<file path="src/rtl/baud_pkg.sv">
// Shared types and preset divisor computation for the baud tick generator.
package baud_pkg;

  localparam int unsigned FRAC_W_DEF = 4;

  typedef enum logic [1:0] {
    BAUD24  = 2'b00,
    BAUD48  = 2'b01,
    BAUD96  = 2'b10,
    BAUD192 = 2'b11
  } baud_sel_e;

  // round(clk_hz * 2^frac_w / (baud * oversample)), in 1/2^frac_w clock units
  function automatic longint unsigned preset_div(
    input longint unsigned clk_hz,
    input int unsigned     oversample,
    input int unsigned     frac_w,
    input baud_sel_e       sel
  );
    longint unsigned baud;
    longint unsigned num;
    longint unsigned den;
    unique case (sel)
      BAUD24:  baud = 64'd2400;
      BAUD48:  baud = 64'd4800;
      BAUD96:  baud = 64'd9600;
      BAUD192: baud = 64'd19200;
    endcase
    num = clk_hz << frac_w;
    den = baud * 64'(oversample);
    return (num + den / 64'd2) / den;
  endfunction

endpackage

</file>
<file path="src/rtl/baud_frac_acc.sv">
// Fixed-point phase accumulator with divisor clamp; emits one tick per D_eff.
// BAUD_FRAC_EN keeps the fractional divisor bits, otherwise they are dropped.
module baud_frac_acc
  import baud_pkg::*;
#(
  parameter int unsigned DIV_W  = 16,
  parameter int unsigned FRAC_W = FRAC_W_DEF
) (
  input  logic                    clock,
  input  logic                    reset_n,
  input  logic [DIV_W+FRAC_W-1:0] D_eff,
  input  logic                    run,
  input  logic                    clear,
  output logic                    tick,
  output logic                    tick_c
);

  localparam int unsigned DW = DIV_W + FRAC_W;
  localparam int unsigned AW = DW + 1;
  localparam logic [DW-1:0] D_MIN = DW'(64'd2 << FRAC_W);
  localparam logic [AW-1:0] STEP  = AW'(64'd1 << FRAC_W);
`ifndef BAUD_FRAC_EN
  localparam logic [DW-1:0] FRAC_MASK = DW'((64'd1 << FRAC_W) - 64'd1);
`endif

  logic [DW-1:0] d_int;
  logic [DW-1:0] d_cl;
  logic [AW-1:0] acc;
  logic [AW-1:0] sum;
  logic          hit;

  // Integer-only builds drop the fraction before clamping to 2.0
  always_comb begin
`ifdef BAUD_FRAC_EN
    d_int = D_eff;
`else
    d_int = D_eff & ~FRAC_MASK;
`endif
    d_cl   = (d_int < D_MIN) ? D_MIN : d_int;
    sum    = acc + STEP;
    hit    = (sum >= {1'b0, d_cl});
    tick_c = run & ~clear & hit;
  end

  always_ff @(posedge clock or negedge reset_n) begin
    if (!reset_n) begin
      acc  <= '0;
      tick <= 1'b0;
    end else if (clear) begin
      acc  <= '0;
      tick <= 1'b0;
    end else if (run) begin
      tick <= hit;
      acc  <= hit ? (sum - {1'b0, d_cl}) : sum;
    end else begin
      tick <= 1'b0;
    end
  end

endmodule

</file>
<file path="src/rtl/baud_tick_gen.sv">
// Baud tick generator: divisor select, restart detection, oversample counter.
// BAUD_FRAC_EN enables fractional divisors; undefined gives integer division.
module baud_tick_gen
  import baud_pkg::*;
#(
  parameter int unsigned CLK_HZ     = 50_000_000,
  parameter int unsigned OVERSAMPLE = 16,
  parameter int unsigned DIV_W      = 16,
  parameter int unsigned FRAC_W     = FRAC_W_DEF
) (
  input  logic                    clock,
  input  logic                    reset_n,
  input  logic                    enable,
  input  logic [1:0]              baud_rate,
  input  logic                    use_custom,
  input  logic                    div_load,
  input  logic [DIV_W+FRAC_W-1:0] div_value,
  input  logic                    resync,
  output logic                    tick_os,
  output logic                    tick_bit,
  output logic                    baud_clk
);

  localparam int unsigned DW   = DIV_W + FRAC_W;
  localparam int unsigned OS_W = (OVERSAMPLE > 1) ? $clog2(OVERSAMPLE) : 1;
  localparam logic [OS_W-1:0] OS_LAST = OS_W'(OVERSAMPLE - 1);
  localparam logic [OS_W-1:0] OS_HALF = OS_W'(OVERSAMPLE / 2);

  localparam logic [DW-1:0] PRE_24  = DW'(preset_div(64'(CLK_HZ), OVERSAMPLE, FRAC_W, BAUD24));
  localparam logic [DW-1:0] PRE_48  = DW'(preset_div(64'(CLK_HZ), OVERSAMPLE, FRAC_W, BAUD48));
  localparam logic [DW-1:0] PRE_96  = DW'(preset_div(64'(CLK_HZ), OVERSAMPLE, FRAC_W, BAUD96));
  localparam logic [DW-1:0] PRE_192 = DW'(preset_div(64'(CLK_HZ), OVERSAMPLE, FRAC_W, BAUD192));

  logic [DW-1:0]   custom_div;
  logic [1:0]      baud_q;
  logic            custom_q;
  logic            enable_q;
  logic [OS_W-1:0] os_cnt;
  logic [OS_W-1:0] os_nxt;
  logic            bit_nxt;
  logic [DW-1:0]   d_pre;
  logic [DW-1:0]   d_sel;
  logic            restart_c;
  logic            acc_clear;
  logic            tick_c;

  always_comb begin
    unique case (baud_sel_e'(baud_rate))
      BAUD24:  d_pre = PRE_24;
      BAUD48:  d_pre = PRE_48;
      BAUD96:  d_pre = PRE_96;
      BAUD192: d_pre = PRE_192;
    endcase
    d_sel = use_custom ? custom_div : d_pre;
  end

  // Any rate change or re-enable restarts the bit from a clean phase
  assign restart_c = div_load | (baud_rate != baud_q) | (use_custom != custom_q)
                   | (enable & ~enable_q);
  assign acc_clear = ~enable | restart_c | resync;

  baud_frac_acc #(
    .DIV_W  (DIV_W),
    .FRAC_W (FRAC_W)
  ) u_acc (
    .clock   (clock),
    .reset_n (reset_n),
    .D_eff   (d_sel),
    .run     (enable),
    .clear   (acc_clear),
    .tick    (tick_os),
    .tick_c  (tick_c)
  );

  // Priority: disabled > restart > resync > normal count
  always_comb begin
    os_nxt  = os_cnt;
    bit_nxt = 1'b0;
    if (!enable) begin
      os_nxt = '0;
    end else if (restart_c) begin
      os_nxt = '0;
    end else if (resync) begin
      os_nxt = OS_HALF;
    end else if (tick_c) begin
      if (os_cnt == OS_LAST) begin
        os_nxt  = '0;
        bit_nxt = 1'b1;
      end else begin
        os_nxt = os_cnt + OS_W'(1);
      end
    end
  end

  always_ff @(posedge clock or negedge reset_n) begin
    if (!reset_n) begin
      custom_div <= PRE_96;
      baud_q     <= 2'b00;
      custom_q   <= 1'b0;
      enable_q   <= 1'b0;
      os_cnt     <= '0;
      tick_bit   <= 1'b0;
      baud_clk   <= 1'b0;
    end else begin
      if (div_load) custom_div <= div_value;
      baud_q   <= baud_rate;
      custom_q <= use_custom;
      enable_q <= enable;
      os_cnt   <= os_nxt;
      tick_bit <= bit_nxt;
      baud_clk <= enable & (os_nxt < OS_HALF);
    end
  end

endmodule
</file>
<file path="config.mk">
export PLATFORM = sky130hd
export DESIGN_NAME = baud_tick_gen
export DESIGN_NICKNAME = d
export VERILOG_FILES = /design/src/rtl/baud_pkg.sv /design/src/rtl/baud_frac_acc.sv /design/src/rtl/baud_tick_gen.sv
export SDC_FILE = /design/constraint.sdc
export NUM_CORES = 1
export LEC_CHECK = 0
export CAP_MARGIN = 0
export CELL_PAD_IN_SITES_DETAIL_PLACEMENT = 1
export CELL_PAD_IN_SITES_GLOBAL_PLACEMENT = 2
export CORE_ASPECT_RATIO = 1.2
export CORE_MARGIN = 1
export CORE_UTILIZATION = 30
export DETAILED_ROUTE_END_ITERATION = 7
export GPL_ROUTABILITY_DRIVEN = 0
export PLACE_DENSITY_LB_ADDON = 0.3
export SLEW_MARGIN = 20
export SYNTH_ARGS = -nofsm -noshare
export SYNTH_HDL_FRONTEND = slang
export SYNTH_SLANG_ARGS = --single-unit
</file>
<file path="constraint.sdc">
create_clock -name clock -period 9.3 [get_ports clock]
set_input_delay 1.395 -clock clock [delete_from_list [all_inputs] [get_ports clock]]
set_output_delay 1.395 -clock clock [all_outputs]
set_load 0.005 [all_outputs]
</file>
==> run_results.csv, run 1 <==
group,metric,value,unit
placed_design,io_buffers,26,
worst_setup_path,rr_worst_depth,13,
worst_setup_path,crit_path_end_kind,"register",
route,finalWirelength,7.16,mm
grt,overflow,0,
synth,synthesis.nets,369,
clocking,ctsHtreeMaxLevel,2,
synth,synth.avg_cell_area,9.66,µm²
grt,grt_pass1_vias,2529,
worst_setup_path,start_kind,"input port",
synth,seq_area_frac_synth,36.1,%
sta,fin_crit_sh,60.3,%
run_status,status,"complete, no violations",
route,viasPerCell,5.01,
clocking,clockRootBuffer,"clkbuf_16",
synth,synth_edf_count,0,
floorplan,start_util,30.8,%
sta,fin_tns_setup,0,ns
floorplan,die_w,94.2,µm
sta,max_freq,178,MHz
clocking,numCtsBuffers,5,
synth,async_reset_ff_share,100,%
worst_setup_path,crit_type,"in -> reg",
route,ant_nets,0,
synth,synthDominantCellAreaShare,32.7,%
grt,grt_first_pass_wirelength,12.2,mm
clocking,postCtsHoldBufs,0,
route,drt_iter0_markers,69,
synth,synthFlopType,"dfrtp_1",
sta,slew_headroom,35.4,%
route,drc,0,
worst_setup_path,crit_path_max_fanout,28,
route,first_pass_iters,4,
cells_and_area,nFillCells,1117,
route,vias,2361,
synth,synth_seq_cells,44,
placed_design,dp_cells,463,
clocking,cts_buffer_depth,2,
sta,fin_crit,5.61,ns
cells_and_area,layout_commonest_cell,"dfrtp_1",
sta,hold_violations,0,
placed_design,dp_hpwl,5.77,mm
power,powerDensity,127,nW/µm²
clocking,clock_sinks,44,
floorplan,num_io_pins,31,
sta,setup_slack,3.69,ns
synth,yosysWarningCount,0,
grt,grt_usage,14.9,%
cells_and_area,num_antenna_cells,0,
job,max_cap_viol_count,0,
sta,rsz0062_at_grt,"no",
worst_setup_path,reg2reg_slack,5.21,ns
clocking,cts_setup_buffers,0,
synth,synthCells,317,
clocking,cts_tree,"built",
floorplan,die_area,10600,µm²
power,peakVddDrop,0.0805,mV
worst_setup_path,rr_startpoint,"custom_div[17]",
floorplan,die_h,113,µm
synth,ys_types,55,
cells_and_area,layout.nets,396,
sta,setup_viol,0,
synth,synthesis.area,3060,µm²
grt,grt_max_degree,45,
worst_setup_path,r2r_end,"u_acc.acc[18]",
synth,synth_area_leaders,"dfrtp_1 (33%), ha_1 (9.4%), mux2_2 (6.2%)",
cells_and_area,area_growth,17.2,%
hold_path,min_to,"custom_div[8]",
worst_setup_path,arrival,5.77,ns
cells_and_area,drive_above_1_share,11.9,%
clocking,insertion_delay,0.29,ns
worst_setup_path,worstPathRequired,9.46,ns
hold_path,whs_path_depth,1,
route,routedWlPerCell,15.2,µm
cells_and_area,fin_cells,471,
placed_design,place_ws,3.31,ns
clocking,clk_pin_slew_worst_paths,0.06,ns
clocking,cts_resized,0,
sta,report.final.slew_viol_count,0,
cells_and_area,mostFrequentLayoutCells,"dfrtp_1 (40), nor2_1 (26), clkdlybuf4s50_1 (25)",
synth,yosys.area.top_type,"dfrtp_1",
hold_path,min_from,"custom_div[8]",
grt,grt_antenna_before_repair,0,
hold_path,hp-class,"reg -> reg",
sta,fin_skew,0.00497,ns
power,p_leak,1.67,nW
floorplan,rows,40,
sta,tightest_slew,0.968,ns
floorplan,core_area,9960,µm²
[worst max path at each step]
stage / start / end / slack [ns]
6_report: use_custom / u_acc.acc[18] / 3.69
5_1_grt: use_custom / u_acc.acc[18] / 3.24
4_1_cts: use_custom / u_acc.acc[18] / 3.61
3_5_place_dp: use_custom / u_acc.acc[18] / 3.31
3_3_place_gp: use_custom / u_acc.acc[18] / 3.35
2_1_floorplan: baud_rate[0] / u_acc.acc[10] / 4.86
[sequential cells by signal (all words and copies together) (netlist names)]
| register | cells |
|---|---|
| enable_q | 1 |
| u_acc.acc | 17 |
| tick_bit | 1 |
| baud_q | 2 |
| custom_q | 1 |
| custom_div | 16 |
| u_acc.tick | 1 |
| os_cnt | 4 |
| baud_clk | 1 |
[where the power goes]
part / leakage, nW / internal (mW) / switching, mW
sequential: 0.563 / 0.201 / 0.00496
combinational: 1.04 / 0.0346 / 0.0365
clock: 0.0712 / 0.107 / 0.0702
total: 1.67 / 0.343 / 0.112
[routing by layer]
layer	part of all wire, %	wire, µm	vias to the layer above	global-route usage, %
met1	46	3300	1139	18.9
li1	-	-	1189	-
met4	1.7	119	0	4.82
met2	50	3600	24	25.7
met5	0	0	-	0
met3	1.9	136	9	2.24
[cells in the mapped netlist (5+ instances only)]
library cell  instances
dfrtp_1              40
nor2_1               26
a21oi_1              24
ha_1                 23
nand2_1              23
xnor2_1              18
mux2_2               17
mux2i_1              14
inv_1                12
nand3_1              12
xor2_1               11
and3_1                7
o21ai_0               7
nor2b_1               6
or3_1                 5
[through the flow]
step	area, µm²	hold WS (ns)	util, %	power [mW]
finish	3590	0.509	36.1	0.454
global route	3590	0.532	36.1	0.478
CTS	3590	0.519	36.1	0.461
detailed placement	3440	0.503	34.6	0.282
global placement	3440	0.497	34.6	0.281
floorplan	3060	0.481	-	0.254
[worst max-delay path, cell delays in order]
cell	delay [ns]
clkdlybuf4s50_1	1.04
inv_1	0.17
or4_1	0.55
nor4_1	0.36
nor2_1	0.12
ha_1	0.30
nor2b_1	0.14
o21bai_1	0.22
a21oi_2	0.12
o311a_1	0.38
nor4_4	0.13
buf_4	0.37
nand2b_1	0.32
o31ai_1	0.12
[final cells by class]
class                      instances  area (µm²)  share of cell area, %
multi-input combinational        253        1870                   52.0
timing repair buffer              28         270                   7.53
tap                              126         158                   4.39
clock buffer                       8         146                   4.08
inverter                          12        45.0                   1.25
sequential                        44        1110                   30.8
[logic make-up (layout without fill, tap and decap cells)]
kind of cell	after synthesis	count (layout)	synth area share [%]
AND/OR/NAND/NOR	110	110	19.2
AO/OA/AOI/OAI	59	59	12.5
flip-flops	44	44	36.1
multiplexers	31	31	10.8
XOR/XNOR	29	29	8.29
adder cells (fa/ha/maj)	24	24	10.0
buffers and inverters	20	48	2.98
Power figures use the tool's default switching activity.
==> run 2: changes to the inputs <==
- clock period: 9.3 -> 5 ns (I/O delays scaled with it)
==> run 2 against run 1 <==
Sequential share of layout area shrank 0.85 points. Clock power is 120% higher. Cell area is 2.8% higher. Highest routed layer unchanged.
==> run_results.csv, run 2 (synthesis results as in run 1) <==
group,metric,value,unit
power,p_leak,1.73,nW
cells_and_area,area_growth,20.5,%
clocking,cts_buffer_depth,2,
sta,fin_skew,0.00661,ns
clocking,numCtsBuffers,5,
route,first_pass_iters,4,
placed_design,dp_hpwl,5.81,mm
grt,grt_max_degree,45,
sta,fin_tns_setup,0,ns
clocking,cts_resized,0,
cells_and_area,largest_reg_flops,17,
sta,report.final.slew_viol_count,0,
floorplan,die_h,113,µm
sta,setup_slack,0.490,ns
sta,fin_crit,4.51,ns
hold_path,hp-class,"reg -> reg",
grt,grt_usage,15.1,%
cells_and_area,final_util,37.1,%
cells_and_area,drive_above_1_share,14.2,%
placed_design,io_buffers,26,
sta,tightest_slew,0.958,ns
power,p_total,0.912,mW
power,powerDensity,247,nW/µm²
clocking,clockRootBuffer,"clkbuf_16",
sta,slew_headroom,36.1,%
worst_setup_path,worstPathRequired,5.16,ns
cells_and_area,mostFrequentLayoutCells,"dfrtp_1 (40), nor2_1 (26), clkdlybuf4s50_1 (25)",
floorplan,die_w,94.2,µm
route,viasPerCell,4.89,
floorplan,die_area,10600,µm²
grt,overflow,0,
cells_and_area,layout_commonest_cell,"dfrtp_1",
grt,grt_antenna_before_repair,0,
sta,setup_viol,0,
grt,grt_pass1_vias,2542,
placed_design,place_ws,0.101,ns
worst_setup_path,start_kind,"input port",
cells_and_area,top_register,"u_acc.acc",
worst_setup_path,crit_path_end_kind,"register",
clocking,ctsHtreeMaxLevel,2,
cells_and_area,nFillCells,1102,
power,peakVddDrop,0.171,mV
floorplan,start_util,30.8,%
sta,max_freq,222,MHz
route,ant_nets,0,
worst_setup_path,crit_path_max_fanout,14,
clocking,cts_tree,"built",
worst_setup_path,cp_slowest_stage_delay,0.55,ns
job,max_cap_viol_count,0,
worst_setup_path,path_cells,"clkdlybuf4s50_1 > inv_1 > ha_1 > nor2b_1 > a21oi_1 > nand4_1 > nor4_1 > nor2_1 > ha_1 > nor2b_1 > o21bai_1 > a21oi_2 > o311a_1 > nor4_4 > buf_12 > nand2b_1 > o31ai_1",
route,vias,2339,
route,finalWirelength,7.08,mm
cells_and_area,reg_top3,"u_acc.acc x17, custom_div x16, os_cnt x4",
sta,rsz0062_at_grt,"no",
route,drc,0,
cells_and_area,layout.nets,403,
clocking,insertion_delay,0.29,ns
worst_setup_path,arrival,4.67,ns
clocking,cts_setup_buffers,0,
worst_setup_path,cp_num_buf_inv,3,
clocking,postCtsHoldBufs,0,
worst_setup_path,crit_type,"in -> reg",
floorplan,num_io_pins,31,
cells_and_area,num_antenna_cells,0,
floorplan,rows,40,
sta,hold_violations,0,
run_status,status,"complete, no violations",
floorplan,core_area,9960,µm²
route,routedWlPerCell,14.8,µm
worst_setup_path,cp_slowest_cell,"clkdlybuf4s50_1",
worst_setup_path,crit_family,"simple AND/OR/NAND/NOR gates",
clocking,clk_pin_slew_worst_paths,0.06,ns
clocking,clock_sinks,44,
grt,grt_first_pass_wirelength,12.3,mm
sta,fin_crit_sh,90.2,%
route,drt_iter0_markers,51,
## run 2: path summary, 6_finish.rpt
check	endpoint	start	slack, ns	cells after the start
max	u_acc.acc[18]	baud_rate[0]	0.49	17
min in group asynchronous	u_acc.tick	reset_n	0.60	1
min	custom_div[11]	custom_div[11]	0.51	1
max reg2reg	u_acc.acc[18]	custom_div[17]	1.06	13
max in group asynchronous	custom_div[18]	reset_n	3.78	1
min reg2reg	custom_div[11]	custom_div[11]	0.51	1
## run 2: layout make-up
class                   instances  area (µm²)  area share, %
repair buffers                 35         335           9.08
inverters                      12        45.0           1.22
clock inverters                 1        30.0          0.813
clock buffers                   7         153           4.13
multi-input cells             253        1870           50.5
flip-flops and latches         44        1110           30.0
well taps                     126         158           4.27
## run 2: stage by stage
step / cells / area [µm²] / hold WS (ns)
6_report: 478 / 3690 / 0.513
5_1_grt: 478 / 3690 / 0.552
4_1_cts: 478 / 3690 / 0.517
3_5_place_dp: 470 / 3510 / 0.502
3_3_place_gp: 470 / 3510 / 0.498
2_1_floorplan: 317 / 3060 / 0.454
## run 2: worst reg2reg max path: stages (launching register included)
cell and delay (ns):
dfrtp_1 0.39, or4_1 0.56, or4_1 0.43, nor4_1 0.36, nor2_1 0.12, ha_1 0.30
nor2b_1 0.15, o21bai_1 0.22, a21oi_2 0.11, o311a_1 0.38, nor4_4 0.22, buf_12 0.18
nand2b_1 0.27, o31ai_1 0.12
## run 2: routing by layer
metal	GRT usage, %	wire [µm]	vias to the layer above
li1	-	-	1204
met2	25.9	3620	20
met4	5.85	104	0
met5	0	0	-
met1	18.8	3250	1110
met3	2.44	108	5
## run 2: power breakdown
group	switching (mW)	internal (mW)	leakage (nW)
Clock	0.131	0.263	0.0901
Sequential	0.00921	0.374	0.563
Combinational	0.0683	0.0662	1.08
Total	0.209	0.703	1.73
